File: src/rtl/ldtu_pkg.sv
// LiTe-DTU shared constants: sample widths, gain encoding,
// default timing parameters and a small width helper.
package ldtu_pkg;

  localparam int NDATA       = 12;
  localparam int NBAS        = 6;
  localparam int LATENCY     = 3;
  localparam int ORBIT_BLANK = 8;
  localparam int CNT_W       = 16;

  localparam logic GAIN_X10 = 1'b0;
  localparam logic GAIN_X1  = 1'b1;

  function automatic int cnt_bits(input int n);
    return (n > 1) ? $clog2(n) : 1;
  endfunction

endpackage

File: src/rtl/ldtu_orbit_filter.sv
// Orbit edge detector with a blanking window and a saturating
// count of accepted BC0 pulses.
module ldtu_orbit_filter
  import ldtu_pkg::*;
#(
  parameter int ORBIT_BLANK = ldtu_pkg::ORBIT_BLANK,
  parameter int CNT_W       = ldtu_pkg::CNT_W
) (
  input  logic             clk_i,
  input  logic             rst_i,
  input  logic             orbit_i,
  output logic             pulse_o,
  output logic [CNT_W-1:0] orb_count_o
);

  localparam int BW = cnt_bits(ORBIT_BLANK);

  logic             prev_q;
  logic [BW-1:0]    blank_q, blank_d;
  logic [CNT_W-1:0] cnt_q, cnt_d;

  // Edges inside the window are dropped and never reload it.
  always_comb begin
    pulse_o = orbit_i && !prev_q && (blank_q == '0);
    blank_d = blank_q;
    if (pulse_o)
      blank_d = BW'(ORBIT_BLANK - 1);
    else if (blank_q != '0)
      blank_d = blank_q - BW'(1);
    cnt_d = cnt_q;
    if (pulse_o && (cnt_q != '1))
      cnt_d = cnt_q + CNT_W'(1);
  end

  always_ff @(posedge clk_i) begin
    if (rst_i) begin
      prev_q  <= 1'b0;
      blank_q <= '0;
      cnt_q   <= '0;
    end else begin
      prev_q  <= orbit_i;
      blank_q <= blank_d;
      cnt_q   <= cnt_d;
    end
  end

  assign orb_count_o = cnt_q;

endmodule

File: src/rtl/ldtu_baseline_flagger.sv
// Baseline/signal classifier, BC0 pulse shaper and alignment
// delay line feeding the LiTe-DTU encoder FSM.
module ldtu_baseline_flagger
  import ldtu_pkg::*;
#(
  parameter int NDATA       = ldtu_pkg::NDATA,
  parameter int NBAS        = ldtu_pkg::NBAS,
  parameter int LATENCY     = ldtu_pkg::LATENCY,
  parameter int ORBIT_BLANK = ldtu_pkg::ORBIT_BLANK,
  parameter int CNT_W       = ldtu_pkg::CNT_W
) (
  input  logic             CLK,
  input  logic             rst,
  input  logic [NDATA-1:0] DATA_in,
  input  logic             gain_sel,
  input  logic             Orbit_in,
  input  logic             fallback,
  output logic [NDATA:0]   DATA_out,
  output logic             baseline_flag,
  output logic             Orbit,
  output logic [CNT_W-1:0] sig_count,
  output logic [CNT_W-1:0] orb_count
);

  // Tuple layout: {gain, data, flag, pulse}
  localparam int TW = NDATA + 3;

  logic [NDATA-1:0] d0_q;
  logic             g0_q, o0_q, fb0_q;
  logic             flag_d, pulse;
  logic [CNT_W-1:0] sig_q, sig_d;
  logic [TW-1:0]    pipe_q [1:LATENCY-1];

  always_comb begin
    flag_d = (g0_q == GAIN_X10)
          && (d0_q[NDATA-1:NBAS] == '0)
          && !fb0_q;
    sig_d = sig_q;
    if (!flag_d && !fb0_q && (sig_q != '1))
      sig_d = sig_q + CNT_W'(1);
  end

  ldtu_orbit_filter #(
    .ORBIT_BLANK (ORBIT_BLANK),
    .CNT_W       (CNT_W)
  ) u_orbit (
    .clk_i       (CLK),
    .rst_i       (rst),
    .orbit_i     (o0_q),
    .pulse_o     (pulse),
    .orb_count_o (orb_count)
  );

  always_ff @(posedge CLK) begin
    if (rst) begin
      d0_q  <= '0;
      g0_q  <= 1'b0;
      o0_q  <= 1'b0;
      fb0_q <= 1'b0;
      sig_q <= '0;
      for (int k = 1; k < LATENCY; k++)
        pipe_q[k] <= '0;
    end else begin
      d0_q      <= DATA_in;
      g0_q      <= gain_sel;
      o0_q      <= Orbit_in;
      fb0_q     <= fallback;
      sig_q     <= sig_d;
      pipe_q[1] <= {g0_q, d0_q, flag_d, pulse};
      for (int k = 2; k < LATENCY; k++)
        pipe_q[k] <= pipe_q[k-1];
    end
  end

  assign DATA_out      = pipe_q[LATENCY-1][TW-1:2];
  assign baseline_flag = pipe_q[LATENCY-1][1];
  assign Orbit         = pipe_q[LATENCY-1][0];
  assign sig_count     = sig_q;

endmodule

File: config.mk
export PLATFORM = sky130hd
export DESIGN_NAME = ldtu_baseline_flagger
export DESIGN_NICKNAME = d
export VERILOG_FILES = /design/src/rtl/ldtu_pkg.sv /design/src/rtl/ldtu_orbit_filter.sv /design/src/rtl/ldtu_baseline_flagger.sv
export SDC_FILE = /design/constraint.sdc
export NUM_CORES = 1
export LEC_CHECK = 0
export ABC_AREA = 1
export BUFFER_PORTS_ARGS = -buffer_cell sky130_fd_sc_hd__buf_2
export CAP_MARGIN = 20
export CORE_MARGIN = 2
export CORE_UTILIZATION = 59
export CTS_CLUSTER_DIAMETER = 60
export DETAILED_ROUTE_END_ITERATION = 10
export PLACE_DENSITY = 0.86
export SLEW_MARGIN = 10
export SYNTH_ARGS = -nofsm -noshare
export SYNTH_HDL_FRONTEND = slang
export SYNTH_SLANG_ARGS = --single-unit
export TNS_END_PERCENT = 5
File: constraint.sdc
create_clock -name CLK -period 4.1 [get_ports CLK]
set_clock_uncertainty 0.05 [all_clocks]
set_input_delay 0.82 -clock CLK [delete_from_list [all_inputs] [get_ports CLK]]
set_output_delay 0.82 -clock CLK [all_outputs]
set_load 0.03 [all_outputs]
==> run summary <==
maximum buffer depth of the clock tree: 2
Final Hold Fails: 0
cts repair resizes: 0
number of global-route vias before repair: 2714
routability cong.: 0.857
Core Rows: 28
mux cell area share after synthesis: 0
Max-Cap Viols: 0
Syn Inst Count: 491
largest family of logic cells by synthesized area: simple AND/OR/NAND/NOR gates
max_slew headroom: 0.319
drt via density: 4.66
Hold Path Depth: 2
CTS Sinks: 81
H-tree depth: 3
final WL: 6470 um
RSZ-0062 raised after global routing: no
Mean Syn Cell Area: 7.17 sq um
Worst Hold Class: flip-flop to flip-flop
setup bufs post-CTS: 0
syn_nets: 512
Die W: 81.3 um
grt total ovfl: 0
Pins Over Slew Limit: 0
Min Hold Slack: 0.347 ns
crit path launch type: primary input
die height: 81.3 um
post-DP HPWL: 4540 um
CP required: 4.33 ns
Synth Area in XOR/XNOR: 0.0174
worst hold path endpoint: pipe_q[2][11]$_SDFF_PP0_
R2R Path End: u_orbit.orb_count_o[6]$_SDFFE_PP0P_
FF/Latch Area: 1620 sq um
effective utilization at floorplan: 0.602
area of the core: 5850 sq um
Worst Tran Pin Value: 1.02 ns
synth warn: 0
routed len/inst: 10.2 um
die area: 6600 sq um
Final setup viols: 0
r2r worst-path depth: 7
clock period minus worst slack: 2.13 ns
clk root buf: clkbuf_8
PD cells: 424 nW/um^2
CTS Buf Count: 9
status: completed
CTS tree: built
crit-path max FO: 49
worst-skew pair later-pin latency: 0.36 ns
post-synthesis adder-cell area fraction: 0.0142
setup TNS: 0 ns
post-synthesis cell area: 3520 sq um
nets: 575
simple-gate area share of the yosys netlist: 0.349
area of the multi-input gates: 1470 sq um
first-pass GRT wire length: 11100 um
Worst Setup End Kind: flip-flop
#FFs+latches synth: 81
violation count after the first detailed-route iteration: 144
Clk pin slew, worst setup/hold paths: 0.09 ns
Synth Area in Compound Gates: 0.0370
share of layout cells above drive strength 1: 0.218
crit share post-route: 0.520
vias: 2956
Area Growth Syn to Fin: 14.7%
hold bufs inserted after CTS: 0
Setup CP Type: primary input to flip-flop
Synth cell types: 30
min-delay src: pipe_q[1][11]$_SDFF_PP0_
First-pass DRT Iterations: 4
fmax: 469 MHz
initial antenna violation count: 0
Leak: 2.00 nW
fin cells: 634
Diodes inserted: 0
PortBufs: 63
register area share after synthesis: 0.461
Final ANT Viol Nets: 0
aggregate global-route resource usage: 0.216
Peak VDD IR: 0.000297 V
critical path arrival: 2.36 ns
commonest non-fill, non-tap cells in the layout: nor2_1 (107), nand2_1 (100), inv_1 (85)
Worst R2R Setup Slack: 2.44 ns
Ports: 64
largest net degree at the start of global routing: 50
launching point of the worst reg2reg path: u_orbit.orb_count_o[0]$_SDFFE_PP0P_
commonest non-fill, non-tap cell in the layout: nor2_1
DRC: 0
fill cell count: 466
dpl cells: 618
==> critical path, stage by stage <==
cell,delay (ns)
buf_2,0.10
buf_4,0.26
inv_1,0.80
o21ai_0,0.22
a21oi_1,0.16
==> routing by layer <==
metal  part of all wire  wire (um)  track usage  up-vias
li1                   -          -            -     1579
met1               0.45       2920        0.250     1301
met2               0.48       3130        0.371       64
met3              0.045        293       0.0589       12
met4              0.019        121       0.0966        0
met5                  0          0            0        -
==> flip-flops by register name, indices dropped and copies added (netlist names) <==
register and count:
d0_q 12, fb0_q 1, g0_q 1, o0_q 1
pipe_q 30, sig_count 16, u_orbit.blank_q 3, u_orbit.orb_count_o 16
u_orbit.prev_q 1
==> logic make-up (layout without fill, tap and decap cells) <==
group                      count (synthesis)  in the layout
and+or+nand+nor                          272            272
buffers and inverters                    102            170
DFF                                       81             81
AOI/OAI and AO/OA                         25             25
xor gates and xnor gates                   7              7
adders and majority gates                  4              4
==> worst max-delay path by stage <==
stage                               from                              end  slack, ns  cells after the start
2_1_floorplan  sig_count[0]$_SDFFE_PP0P_       sig_count[11]$_SDFFE_PP0P_       2.44                     11
3_3_place_gp                         rst  u_orbit.blank_q[1]$_SDFFE_PP0P_       1.66                      5
3_5_place_dp                         rst  u_orbit.blank_q[1]$_SDFFE_PP0P_       1.60                      5
4_1_cts                              rst  u_orbit.blank_q[1]$_SDFFE_PP0P_       1.98                      5
5_1_grt                              rst  u_orbit.blank_q[1]$_SDFFE_PP0P_       1.76                      5
6_report                             rst  u_orbit.blank_q[1]$_SDFFE_PP0P_       1.97                      5
==> power breakdown <==
part / switching [W] / internal [W] / total [W]
Clock: 0.000320 / 0.000239 / 0.000559
Combinational: 0.000185 / 0.0000955 / 0.000281
Sequential: 0.0000360 / 0.000837 / 0.000873
Total: 0.000541 / 0.00117 / 0.00171
==> cell usage after synthesis, drive strengths merged <==
master / number / area [sq um]
buf: 9 / 78.8
nor3: 1 / 5.00
ha: 4 / 50.1
a21oi: 18 / 90.1
nand2: 104 / 424
nor4: 1 / 6.26
xnor2: 1 / 8.76
o21ai: 5 / 25.0
nand3: 25 / 135
dfxtp: 81 / 1620
xor2: 6 / 52.6
nor2: 137 / 619
nand4: 4 / 40.0
o21bai: 1 / 7.51
clkbuf: 3 / 11.3
a211oi: 1 / 7.51
inv: 90 / 338
==> stage by stage <==
stage / util / power (W) / cell area (sq um) / worst slack, ns
floorplan: - / 0.00111 / 3520 / 2.44
detailed placement: 0.658 / 0.00117 / 3850 / 1.60
CTS: 0.690 / 0.00173 / 4040 / 1.98
finish: 0.690 / 0.00171 / 4040 / 1.97
global route: 0.690 / 0.00180 / 4040 / 1.76
global placement: 0.658 / 0.00115 / 3850 / 1.66
==> area by class of cell <==
cell class,count,share of cell area
flip-flops and latches,81,0.401
multi-input cells,308,0.364
inverters,90,0.0836
well taps,75,0.0232
clock buffers,9,0.0307
repair buffers,64,0.0799
clock inverters,7,0.0167
Power figures use the tool's default switching activity.
